File: src/rtl/cordic_q824_pkg.sv
`default_nettype none
// ============================================================================
//  Module   : cordic_q824_pkg
//  Purpose  : Shared constants and types for the Q8.24 CORDIC blocks.
//             Holds the fixed-point pi constants, the CORDIC gain
//             reciprocal, the arctangent table (atan(2^-i) in Q8.24,
//             round-to-nearest) and the vectoring FSM state type.
//  Ports    : none (package)
//  Revision : 1.0 - initial release
// ============================================================================
package cordic_q824_pkg;

  localparam int FRAC_W = 24;

  localparam logic signed [31:0] PI      = 32'sd52707179;
  localparam logic signed [31:0] HALF_PI = 32'sd26353589;
  // 1/K for the infinite-iteration CORDIC gain, Q8.24.
  localparam logic signed [31:0] K_INV   = 32'sd10188014;

  localparam int ATAN_N = 31;

  // atan(2^-i) * 2^24, rounded to nearest. Entries from i=25 round to 0.
  localparam logic [31:0] ATAN [ATAN_N] = '{
    32'd13176795, 32'd7778716, 32'd4110060, 32'd2086331,
    32'd1047214,  32'd524117,  32'd262123,  32'd131069,
    32'd65536,    32'd32768,   32'd16384,   32'd8192,
    32'd4096,     32'd2048,    32'd1024,    32'd512,
    32'd256,      32'd128,     32'd64,      32'd32,
    32'd16,       32'd8,       32'd4,       32'd2,
    32'd1,        32'd0,       32'd0,       32'd0,
    32'd0,        32'd0,       32'd0
  };

  typedef enum logic [2:0] {
    ST_IDLE   = 3'd0,
    ST_PREROT = 3'd1,
    ST_ITER   = 3'd2,
    ST_SCALE  = 3'd3,
    ST_DONE   = 3'd4
  } state_t;

endpackage
`default_nettype wire

File: src/rtl/atan_lut_q824.sv
`default_nettype none
// ============================================================================
//  Module   : atan_lut_q824
//  Purpose  : Combinational lookup of atan(2^-idx) in Q8.24 from the shared
//             package table. Indices beyond the table return 0.
//  Ports    : idx      in  5   micro-rotation index
//             atan_val out 32  atan(2^-idx), Q8.24, non-negative
//  Revision : 1.0 - initial release
// ============================================================================
module atan_lut_q824
  import cordic_q824_pkg::*;
(
  input  logic [4:0]  idx,
  output logic [31:0] atan_val
);

  always_comb begin
    atan_val = '0;
    if (idx < 5'(ATAN_N)) begin
      atan_val = ATAN[idx];
    end
  end

endmodule
`default_nettype wire

File: src/rtl/atan2_cordic_q824.sv
`default_nettype none
// ============================================================================
//  Module   : atan2_cordic_q824
//  Purpose  : Iterative vectoring-mode CORDIC converting a Q8.24 Cartesian
//             pair (x, y) to a polar angle (radians) and magnitude.
//             One conversion in flight; valid/ready on both sides.
//  Ports    : clk        in  1   clock, rising edge
//             rst        in  1   asynchronous active-high reset
//             in_valid   in  1   input pair valid
//             in_ready   out 1   block can accept a pair (IDLE only)
//             in_x       in  32  signed Q8.24 real part
//             in_y       in  32  signed Q8.24 imaginary part
//             out_valid  out 1   result valid (DONE)
//             out_ready  in  1   downstream accepts result
//             out_angle  out 32  signed Q8.24 radians, (-pi, pi]
//             out_mag    out 32  Q8.24 magnitude, saturated, >= 0
//  Revision : 1.0 - initial release
// ============================================================================
module atan2_cordic_q824
  import cordic_q824_pkg::*;
#(
  parameter int ITERS = 24,
  parameter int GUARD = 2
) (
  input  logic        clk,
  input  logic        rst,
  input  logic        in_valid,
  output logic        in_ready,
  input  logic [31:0] in_x,
  input  logic [31:0] in_y,
  output logic        out_valid,
  input  logic        out_ready,
  output logic [31:0] out_angle,
  output logic [31:0] out_mag
);

  localparam int         DW        = 32 + GUARD;
  localparam logic [4:0] ITER_LAST = 5'(ITERS - 1);

  state_t state, state_nxt;

  logic signed [DW-1:0] x_acc, y_acc;
  logic signed [DW-1:0] x_shift, y_shift;
  logic signed [31:0]   z_acc;
  logic [4:0]           iter_cnt;
  logic                 zero_flag;
  logic [31:0]          atan_val;

  logic signed [63:0]   prod;
  logic signed [63:0]   scaled;
  logic [31:0]          mag_sat;
  logic [31:0]          angle_fin;

  atan_lut_q824 u_atan_lut (
    .idx      (iter_cnt),
    .atan_val (atan_val)
  );

  assign x_shift = x_acc >>> iter_cnt;
  assign y_shift = y_acc >>> iter_cnt;

  // Gain correction: x is non-negative after convergence, so only the
  // upper bound normally matters; the lower clamp keeps out_mag >= 0.
  assign prod   = 64'(x_acc) * 64'(K_INV);
  assign scaled = prod >>> FRAC_W;

  always_comb begin
    mag_sat = scaled[31:0];
    if (scaled > 64'sh0000_0000_7FFF_FFFF) begin
      mag_sat = 32'h7FFF_FFFF;
    end else if (scaled < 64'sd0) begin
      mag_sat = '0;
    end
  end

  // Rounding can push the accumulator a few LSB past +/-pi; fold it back
  // into (-pi, pi] so the x<0, y~0 case never reports -pi.
  always_comb begin
    angle_fin = z_acc;
    if (zero_flag) begin
      angle_fin = '0;
    end else if (z_acc > PI) begin
      angle_fin = PI;
    end else if (z_acc <= -PI) begin
      angle_fin = -PI + 32'sd1;
    end
  end

  always_ff @(posedge clk or posedge rst) begin
    if (rst) begin
      state <= ST_IDLE;
    end else begin
      state <= state_nxt;
    end
  end

  always_comb begin
    state_nxt = state;
    in_ready  = 1'b0;
    out_valid = 1'b0;
    case (state)
      ST_IDLE: begin
        in_ready = 1'b1;
        if (in_valid) state_nxt = ST_PREROT;
      end
      ST_PREROT: state_nxt = ST_ITER;
      ST_ITER:   if (iter_cnt == ITER_LAST) state_nxt = ST_SCALE;
      ST_SCALE:  state_nxt = ST_DONE;
      ST_DONE: begin
        out_valid = 1'b1;
        if (out_ready) state_nxt = ST_IDLE;
      end
      default:   state_nxt = ST_IDLE;
    endcase
  end

  always_ff @(posedge clk or posedge rst) begin
    if (rst) begin
      x_acc     <= '0;
      y_acc     <= '0;
      z_acc     <= '0;
      iter_cnt  <= '0;
      zero_flag <= 1'b0;
      out_angle <= '0;
      out_mag   <= '0;
    end else begin
      case (state)
        ST_IDLE: begin
          if (in_valid) begin
            x_acc    <= {{GUARD{in_x[31]}}, in_x};
            y_acc    <= {{GUARD{in_y[31]}}, in_y};
            iter_cnt <= '0;
          end
        end
        ST_PREROT: begin
          // Fold left half-plane into the right so the micro-rotations
          // only need to cover +/-pi/2. Guard bits absorb -(-128.0).
          if (x_acc[DW-1] && !y_acc[DW-1]) begin
            x_acc <= y_acc;
            y_acc <= -x_acc;
            z_acc <= HALF_PI;
          end else if (x_acc[DW-1] && y_acc[DW-1]) begin
            x_acc <= -y_acc;
            y_acc <= x_acc;
            z_acc <= -HALF_PI;
          end else begin
            z_acc <= '0;
          end
          zero_flag <= (x_acc == '0) && (y_acc == '0);
        end
        ST_ITER: begin
          if (!y_acc[DW-1]) begin
            x_acc <= x_acc + y_shift;
            y_acc <= y_acc - x_shift;
            z_acc <= z_acc + $signed(atan_val);
          end else begin
            x_acc <= x_acc - y_shift;
            y_acc <= y_acc + x_shift;
            z_acc <= z_acc - $signed(atan_val);
          end
          iter_cnt <= iter_cnt + 5'd1;
        end
        ST_SCALE: begin
          out_angle <= angle_fin;
          out_mag   <= zero_flag ? 32'd0 : mag_sat;
        end
        default: ;
      endcase
    end
  end

endmodule
`default_nettype wire

File: config.mk
export PLATFORM = sky130hd
export DESIGN_NAME = atan2_cordic_q824
export DESIGN_NICKNAME = d
export VERILOG_FILES = /design/src/rtl/cordic_q824_pkg.sv /design/src/rtl/atan_lut_q824.sv /design/src/rtl/atan2_cordic_q824.sv
export SDC_FILE = /design/constraint.sdc
export NUM_CORES = 2
export LEC_CHECK = 0
export CORE_ASPECT_RATIO = 2
export CORE_MARGIN = 2
export CORE_UTILIZATION = 60
export CTS_CLUSTER_DIAMETER = 150
export CTS_CLUSTER_SIZE = 40
export DETAILED_ROUTE_END_ITERATION = 8
export PLACE_DENSITY_LB_ADDON = 0.3
export SLEW_MARGIN = 20
export SYNTH_ARGS = -nofsm -noshare
export SYNTH_HDL_FRONTEND = slang
export SYNTH_HIERARCHICAL = 1
export SYNTH_SLANG_ARGS = --single-unit
File: constraint.sdc
create_clock -name clk -period 11.8 [get_ports clk]
set_clock_uncertainty 0.15 [all_clocks]
set_input_delay 2.36 -clock clk [delete_from_list [all_inputs] [get_ports clk]]
set_output_delay 2.36 -clock clk [all_outputs]
set_load 0.02 [all_outputs]
==> results.md <==
* Final sum of negative setup slack at 0 ns
* Number of hold violations in the final report at 0
* Count of instances resized after the clock tree is built at 0
* Routed length per placed instance at roughly 28 um
* Yosys synthesis warning count at 6
* Clock transition at the registers of the reported paths at 0.09 ns
* Startpoint types: register
* DP Wirelength at 111,000 um
* Mean post-synth cell area at 8.89 um^2
* Worst setup startpoint: x_acc[19]
* Min Tclk post-route at ~9.4 ns
* #FFs+latches synth at 173
* Clock Sink Count at 173
* Final setup violation count at 0
* Multi-input gate area at 30,000 um^2
* Number of maximum-capacitance violations at 0
* Synthesized instance count at 4,274
* Synth-to-Final Area Change at 6.60%
* Number of design rule violations left after detail routing at 0
* Antenna-violating nets left at 0
* DRT iter0 DRCs at 3,010
* Clock buffers created by TritonCTS at 17
* Transition time at the pin with the least slew margin at 1.23 ns
* Endpoint arrival time on the critical path at 9.66 ns
* Launch point of the worst reg-to-reg path: x_acc[19]
* Grt ovf at 0
* Share of the yosys chip area belonging to registers at 0.114
* Pin count of the biggest net entering global routing at 82
* Share of the core filled with cells at 0.645
* FP Rows at 130
* Clock H-tree levels at 4
* Routability-driven placement congestion ratio at 1.08
* Xor and xnor area share after synthesis at 0.0627
* Crit path capture type: register
* Area fraction in and, or, nand and nor cells after synthesis at 0.108
* Post-synthesis mux area share at 0.0715
* Die Wd at 182 um
* Netlist area before placement at 38,000 um^2
* Number of antenna violations at the first check in global routing at 13
* Library cell occupying the most area in the post-synthesis netlist: sky130_fd_sc_hd__fa_1
* Complex-gate fraction of the synthesized area at 0.172
* Unrepaired setup endpoints after global routing: false
* Buffers from clock root to sink, at most at 2
* Overall die height at 360 um
* Post-route worst setup slack at between 2 and 2.5 ns
* Headroom to the max-slew limit at 0.170
* Share of cells above drive strength 1 at 0.0604
* Reg area at approximately 4400 um^2
* Worst min-delay path category: reg2reg
* Cell-by-cell trace of the critical path: inv_1 > ha_1 > inv_1 > fa_1 > fa_1 > fa_1 > inv_1 > fa_1 > fa_1 > inv_1 > fa_1 > inv_1 > ha_1 > nand3_1 > or3_1 > or2_2 > a2111oi_2 > nor3_1 > o31ai_1 > a221oi_1 > o311ai_0 > xor2_1 > o31a_2 > a221o_1
* Maximum net fanout on the critical path at 31
* Max Slew Vio Count at 0
* Skew-Pair Late Insertion Delay at about 0.54 ns
* Share of the synthesized area in the top cell type at 0.232
* Vias in the first global route at 36,000
* Critical path's most frequent cell: sky130_fd_sc_hd__fa_1
* Kind of critical path: reg2reg
* Dominant combinational cell family by area after synthesis: adder cells
* Cells taking the most area after synthesis: sky130_fd_sc_hd__fa_1 (23%), sky130_fd_sc_hd__ha_1 (14%), sky130_fd_sc_hd__dfrtp_1 (11%), sky130_fd_sc_hd__inv_1 (7.2%), sky130_fd_sc_hd__mux4_2 (4.9%)
* Top cells by instance count after synthesis: sky130_fd_sc_hd__inv_1 (729), sky130_fd_sc_hd__fa_1 (440), sky130_fd_sc_hd__ha_1 (427)
* Post-synthesis adder-cell area fraction at 0.372
* Worst hold margin at 0.330 ns
* Number of optimization iterations in the first detailed-route pass at 6
* Achievable frequency at 106 MHz
* Number of buffers inserted for hold repair after clock tree synthesis at 0
* Startpoint of the tightest hold check path: out_angle[30]
* Most common flop cell mapped by yosys: sky130_fd_sc_hd__dfrtp_1
* Post-detailed-route via-to-cell ratio at 6.71
* Slowest CP cell: sky130_fd_sc_hd__dfrtp_1
* Post-synth ARST share at 1.00
* Most frequent cell after synthesis: sky130_fd_sc_hd__inv_1
* Area enclosed by the die boundary at ~66,000 um^2
* Maximum single-stage delay on the critical path at 0.96 ns
* Number of buffer cells added on primary ports at roughly 130
* Setup fix buffers added after clock tree synthesis at 0
* Starting Density at 0.606
* Root Buffer: sky130_fd_sc_hd__clkbuf_16
* Crit path required time at 12.06 ns
* Post-synthesis cell type count at 101
* Via Count at 34,200
* TritonCTS clock tree: done
* Number of top-level design ports at 134
* Final net count at 5,225
* Run status: complete, no violations
* Filler cells at approximately 5,300
* Drt total wl at 142,000 um
* Placeable Area at 62,800 um^2
* Final worst path period share at 0.796
* Setup slack at placement at about 2.3 ns
* Number of enable-type register cells in the synthesized netlist at 0
* GRT Total Usage at 0.450
* Global-route wire length before repair at between 200,000 and 250,000 um
[metrics by stage]
step	area (um^2)	cells
floorplan	38000	4281
global placement	39800	5061
detailed placement	39800	5061
CTS	40500	5093
global route	40500	5096
finish	40500	5100
[path summary, 6_finish.rpt]
check / slack, ns / to / depth (start not counted)
max: 2.40 / out_mag[8] / 24
min: 0.33 / out_angle[30] / 2
max reg2reg: 2.40 / out_mag[8] / 24
min reg2reg: 0.33 / out_angle[30] / 2
max in group asynchronous: 7.44 / y_acc[33] / 4
min in group asynchronous: 2.11 / out_angle[26] / 2
[routing by layer]
layer,global-route usage,part of all wire
met5,0.00528,0.00093
met4,0.422,0.12
met3,0.142,0.086
met2,0.750,0.49
met1,0.438,0.30
[critical path, delay by kind of cell (launching register included)]
| family | cells | cell delay (ns) |
|---|---|---|
| DFF | 1 | 0.96 |
| buffers and inverters | 5 | 0.47 |
| xor gates and xnor gates | 1 | 0.12 |
| and+or+nand+nor | 4 | 1.17 |
| AOI/OAI and AO/OA | 6 | 2.38 |
| adders and majority gates | 8 | 4.01 |
[registers in the layout (all words and copies together), names as in the netlist]
signal	count
x_acc	34
iter_cnt	5
out_mag	32
y_acc	34
out_angle	32
z_acc	32
state	3
zero_flag	1
[final cells by class]
type / count / share of cell area
Multi-Input combinational cell: 3169 / 0.740
Sequential cell: 173 / 0.107
Inverter: 734 / 0.0682
Timing Repair Buffer: 195 / 0.0444
Tap cell: 792 / 0.0245
Clock buffer: 17 / 0.0105
Clock inverter: 15 / 0.00528
Antenna cell: 5 / 0.000309
[cells by family after synthesis]
group | Yosys count
XOR/XNOR | 272
adder cells (fa/ha/maj) | 867
AO/OA/AOI/OAI | 1010
AND/OR/NAND/NOR | 856
other | 1
buffers and inverters | 939
multiplexers | 156
flip-flops | 173
[cell usage in the layout (no fill, tap or decap), types with 41 or more instances in the layout]
cell type	instances
sky130_fd_sc_hd__clkdlybuf4s50_1	133
sky130_fd_sc_hd__a21o_1	70
sky130_fd_sc_hd__nor2_1	300
sky130_fd_sc_hd__fa_1	440
sky130_fd_sc_hd__a31oi_1	41
sky130_fd_sc_hd__xnor2_1	187
sky130_fd_sc_hd__a21oi_1	337
sky130_fd_sc_hd__inv_1	728
sky130_fd_sc_hd__buf_4	61
sky130_fd_sc_hd__nor3_1	48
sky130_fd_sc_hd__mux4_2	83
sky130_fd_sc_hd__mux2i_1	50
sky130_fd_sc_hd__a221oi_1	53
sky130_fd_sc_hd__nand3_1	44
sky130_fd_sc_hd__a221o_1	43
sky130_fd_sc_hd__xor2_1	85
sky130_fd_sc_hd__o21ai_0	197
sky130_fd_sc_hd__ha_1	427
sky130_fd_sc_hd__dfrtp_1	166
sky130_fd_sc_hd__nand2_1	237
Power is left out: the tool's default activity adds up to more than one toggle a clock period on the data nets, which glitch-free logic cannot reach.
